`src/rtl/if_stage.sv`:
```
// Instruction-fetch stage: owns the PC, issues one outstanding request at a
// time to a variable-latency instruction memory, and holds the fetched
// instruction plus PC+4 in the IF/ID register. A one-entry skid buffer
// catches a response that arrives while the pipeline is stalled.
module if_stage #(
    parameter int                    ADDR_WIDTH    = 32,
    parameter logic [ADDR_WIDTH-1:0] RESET_PC      = '0,
    parameter logic [5:0]            BUBBLE_OPCODE = 6'b111111
) (
    input  logic                  clk,
    input  logic                  rst,
    input  logic                  stall,
    input  logic                  redirect,
    input  logic [ADDR_WIDTH-1:0] redirect_pc,
    output logic                  imem_req,
    output logic [ADDR_WIDTH-1:0] imem_addr,
    input  logic                  imem_valid,
    input  logic [31:0]           imem_rdata,
    output logic                  if_id_valid,
    output logic [31:0]           if_id_instr,
    output logic [ADDR_WIDTH-1:0] if_id_pc4,
    output logic [5:0]            opcode
);

    typedef enum logic [1:0] {S_FETCH, S_WAIT, S_HOLD, S_DISCARD} state_e;

    state_e                state_q;
    logic [ADDR_WIDTH-1:0] pc_q;
    logic [ADDR_WIDTH-1:0] pc4_d;
    logic [ADDR_WIDTH-1:0] if_id_pc4_q;
    logic [31:0]           if_id_instr_q;
    logic [31:0]           skid_q;
    logic                  if_id_valid_q;
    logic                  load_en;
    logic [31:0]           load_data;
    logic                  unused_rpc_lo;

    // Redirect targets are word aligned; the low bits are dropped on purpose.
    assign unused_rpc_lo = ^redirect_pc[1:0];

    // PC arithmetic wraps naturally at 2^ADDR_WIDTH.
    assign pc4_d = pc_q + ADDR_WIDTH'(4);

    // Decide whether an instruction enters IF/ID this cycle and from where:
    // straight from memory in WAIT, or from the skid buffer in HOLD.
    always_comb begin
        load_en   = 1'b0;
        load_data = skid_q;
        if (!stall) begin
            case (state_q)
                S_WAIT: begin
                    if (imem_valid) begin
                        load_en   = 1'b1;
                        load_data = imem_rdata;
                    end
                end
                S_HOLD:  load_en = 1'b1;
                default: ;
            endcase
        end
    end

    // Fetch FSM, PC, skid buffer and IF/ID register.
    always_ff @(posedge clk) begin
        if (rst) begin
            state_q       <= S_FETCH;
            pc_q          <= RESET_PC;
            if_id_valid_q <= 1'b0;
            if_id_instr_q <= '0;
            if_id_pc4_q   <= '0;
            skid_q        <= '0;
        end else if (redirect) begin
            // Redirect beats stall. A request still in flight must be
            // drained in DISCARD; a response landing right now, or one
            // parked in the skid buffer, is simply dropped.
            pc_q          <= {redirect_pc[ADDR_WIDTH-1:2], 2'b00};
            if_id_valid_q <= 1'b0;
            if (state_q == S_HOLD || (state_q != S_FETCH && imem_valid))
                state_q <= S_FETCH;
            else
                state_q <= S_DISCARD;
        end else if (load_en) begin
            if_id_valid_q <= 1'b1;
            if_id_instr_q <= load_data;
            if_id_pc4_q   <= pc4_d;
            pc_q          <= pc4_d;
            state_q       <= S_FETCH;
        end else begin
            // Nothing loaded: insert a bubble unless stalled (stall holds IF/ID).
            if (!stall)
                if_id_valid_q <= 1'b0;
            case (state_q)
                S_FETCH: state_q <= S_WAIT;
                S_WAIT: begin
                    // Only reachable with stall=1 when the response arrives.
                    if (imem_valid) begin
                        skid_q  <= imem_rdata;
                        state_q <= S_HOLD;
                    end
                end
                S_DISCARD: begin
                    if (imem_valid)
                        state_q <= S_FETCH;
                end
                default: ;
            endcase
        end
    end

    // The request is suppressed while reset is asserted.
    assign imem_req    = (state_q == S_FETCH) && !rst;
    assign imem_addr   = pc_q;
    assign if_id_valid = if_id_valid_q;
    assign if_id_instr = if_id_instr_q;
    assign if_id_pc4   = if_id_pc4_q;
    assign opcode      = if_id_valid_q ? if_id_instr_q[31:26] : BUBBLE_OPCODE;

endmodule

```
`config.mk`:
```
export PLATFORM = sky130hd
export DESIGN_NAME = if_stage
export DESIGN_NICKNAME = d
export VERILOG_FILES = /design/src/rtl/if_stage.sv
export SDC_FILE = /design/constraint.sdc
export NUM_CORES = 1
export LEC_CHECK = 0
export ABC_AREA = 1
export CELL_PAD_IN_SITES_DETAIL_PLACEMENT = 1
export CELL_PAD_IN_SITES_GLOBAL_PLACEMENT = 1
export CORE_MARGIN = 5
export CORE_UTILIZATION = 37
export CTS_BUF_LIST = sky130_fd_sc_hd__clkbuf_2
export DETAILED_ROUTE_END_ITERATION = 16
export PLACE_DENSITY = 0.86
export SYNTH_ARGS = -nofsm -noshare
export SYNTH_HDL_FRONTEND = slang
export SYNTH_SLANG_ARGS = --single-unit
```
`constraint.sdc`:
```
create_clock -name clk -period 3.3 [get_ports clk]
set_input_delay 0.66 -clock clk [delete_from_list [all_inputs] [get_ports clk]]
set_output_delay 0.66 -clock clk [all_outputs]
set_load 0.01 [all_outputs]
```
==> summary.md <==
| Metric | Value |
|---|---|
| Synth-to-layout area growth | 32.33% |
| Total Neg Setup Slack | 0 ns |
| Worst Setup Start Kind | register |
| WP data arrival | 2.01 ns |
| Drt total wl | 19360 um |
| Sequential power share | 0.479 |
| CTS tree | yes |
| Reg2reg setup slack | 0.73 ns |
| Post-synth ARST share | 0 |
| Final HPWL DP | 13720 um |
| Peak supply drop | 0.0001530 V |
| DR iter-0 viols | between 200 and 250 |
| Clock Tree Root | clkbuf_2 |
| Most frequent cell after synthesis | nand2_1 |
| Max_cap viols | 0 |
| Cell taking the most area after synthesis | dfxtp_1 |
| Site Rows | between 40 and 50 |
| Seq cells post-synth | 127 |
| Die height | 136.9 um |
| Routed Antenna Nets | 0 |
| Worst Path Required | 2.64 ns |
| Placed insts | 1217 |
| Worst-skew pair later-pin latency | 0.69 ns |
| Register area | 2542 um2 |
| Worst hold path type | in -> reg |
| Mapped cell area | slightly below 6000 um2 |
| Core area | 15830 um2 |
| Layout cell share with drive strength beyond 1 | 0.05437 |
| Largest net degree at the start of global routing | 81 |
| Post-synth top area share | 0.4268 |
| Ports | around 170 |
| Max-slew violations | 0 |
| CP endpoint kind | output port |
| Area occupied by multi-input gates | between 2000 and 3000 um2 |
| # diodes | 0 |
| Ratio of final minimum period to clock period | 0.8090 |
| PwrDens | 484.4 nW/um2 |
| PostCTS Resize Cnt | 0 |
| Post-Layout Cell Count | 1246 |
| Post-synth EDFFs | 0 |
| Drt first pass iters | 4 |
| Worst Slack Setup Final | ~0.63 ns |
| Clock skew | around 0.038 ns |
| Overflow after GRT | 0 |
| Worst-path clk slew | 0.17 ns |
| # fillers | 2091 |
| Die area | between 15000 and 20000 um2 |
| Yosys cell types | 36 |
| Final Util | 0.4980 |
| FF-to-FF Start | state_q[0] |
| Die W | 136.9 um |
| Syn avg cell area | 6.800 um2 |
| RSZ-0062 raised after global routing | no |
| Worst slack, placed | slightly below 0.4 ns |
| GRT Total Usage | 0.2101 |
| Top post-synthesis cells by area | dfxtp_1 43%, nand2_1 12%, a21oi_1 10% |
| Worst r2r path cells | 10 |
| Switching share of power | 0.3582 |
| YS warnings | 0 |
| HP Start | rst |
| Global-route wire length before repair | 31080 um |
| Clock power frac | 0.210 |
| Final Critical Period | 2.670 ns |
| Clock sink count | about 130 |
| Net switching power | ~1.4 mW |
| Worst Path Max Fanout | 6 |
| Status | completed |
| Final Hold Viols | 0 |
| Dominant synthesized flop cell | dfxtp_1 |
| Synth top cells by count | 188 x nand2_1, 129 x nor2_1, 127 x dfxtp_1 |
| Via count | 6084 |
| DR vias/cell | 4.883 |
| CTS Buf Count | 17 |
| Hold Buf Count CTS | 0 |
| WHS Path Cells | 2 |
| Max Freq | roughly 370 MHz |
| Comb pwr share | 0.311 |
| Post-CTS Setup Inserts | 0 |
| Placer congestion estimate | between 0.8 and 0.9 |
| Initial Util | 0.3764 |
| Clk buf depth | 2 |
| Internal Power | ~2.5 mW |
| Wire per inst | 15.54 um |
| Vias in the first global route | 6217 |
| Synthesized instance count | 876 |
| Drt drc | 0 |
| Crit path kind | reg -> out |
| Final Net Count | 1095 |
| H-tree levels | 4 |
| Worst-Margin Slew | around 1.1 ns |
| Sequential share of the synthesized area | 0.4268 |
| Rel. slew slack | 0.2988 |
| Port buffer count | 166 |
| Initial antenna violation count | 0 |
| Hold endpoint | if_id_valid |
| LEAKAGE | 3.139 nW |
| Reg2reg end | if_id_pc4[3] |
| Final setup viols | 0 |
## kinds of logic (layout without fill, tap and decap cells)
kind of cell	Yosys count	count (layout)	share of synthesized area
buffers and inverters	146	297	0.1031
xor gates and xnor gates	10	10	0.01596
adders and majority gates	6	6	0.01260
other	1	4	0.0006295
AOI/OAI and AO/OA	223	223	0.1916
DFF	127	127	0.4268
and+or+nand+nor	363	363	0.2493
## per-layer routing
layer  GRT usage  vias up  routed length, um
met4     0.06541        0                275
met5           0        -                  0
met3     0.04926       21               1042
met2      0.3727      134               9598
met1      0.2513     2867               8441
li1            -     3062                  -
## cells in the final DEF (no fill, tap or decap), drive strengths merged
master / n
o21a: 1
clkbuf: 18
buf: 8
clkinvlp: 2
ha: 6
a21oi: 123
nor3: 1
inv: 94
nand3: 25
xnor2: 2
conb: 4
xor2: 8
a31oi: 8
clkinv: 9
o21bai: 1
nand2: 194
or2: 2
nor2: 140
nand3b: 1
clkdlybuf4s50: 165
o221ai: 1
o21ai: 86
dfxtp: 127
bufinv: 1
o31ai: 2
o22ai: 1
## critical path, cell delays in order (launching register included)
cell	delay (ns)
dfxtp_1	0.47
inv_1	0.11
ha_1	0.21
inv_1	0.05
nor2_1	0.03
clkdlybuf4s50_1	0.47
## power groups by stage
stage	Combinational (mW)	Clock [mW]	Sequential, mW
after floorplan	0.698	0	1.88
after global placement	1.16	0	1.85
after detailed placement	1.19	0	1.86
after CTS	1.20	0.837	1.83
after global routing	1.33	0.907	1.86
final	1.19	0.802	1.83
## area by class of cell
type	count	share of cell area
multi-input combinational	606	0.3579
sequential	127	0.3225
timing repair buffer	173	0.2184
inverter	95	0.04556
tap	216	0.03429
clock buffer	18	0.01143
clock inverter	11	0.009841
## per-stage QoR
stage               instance area (um2)  power (mW)  hold slack [ns]
floorplan                          5968       2.575           0.4297
global placement                   7715       3.008           0.4380
detailed placement                 7715       3.056           0.4476
CTS                                7883       3.870           0.1204
global route                       7883       4.095           0.1193
finish                             7883       3.818           0.2101
## sequential cells by signal (all words and copies together) (netlist names)
| register | count |
|---|---|
| if_id_instr | 32 |
| if_id_valid | 1 |
| imem_addr | 30 |
| if_id_pc4 | 30 |
| skid_q | 32 |
| state_q | 2 |
## worst max-delay path by stage
stage / from / to / slack [ns] / depth (start not counted)
after floorplan: rst / imem_req / 1.32 / 3
after global placement: imem_valid / if_id_pc4[21] / 0.44 / 9
after detailed placement: imem_valid / if_id_pc4[21] / 0.39 / 9
after CTS: state_q[0] / imem_req / 0.53 / 5
after global routing: state_q[0] / if_id_pc4[3] / 0.42 / 10
final: state_q[0] / imem_req / 0.63 / 5
(Power assumes the default switching activity.)
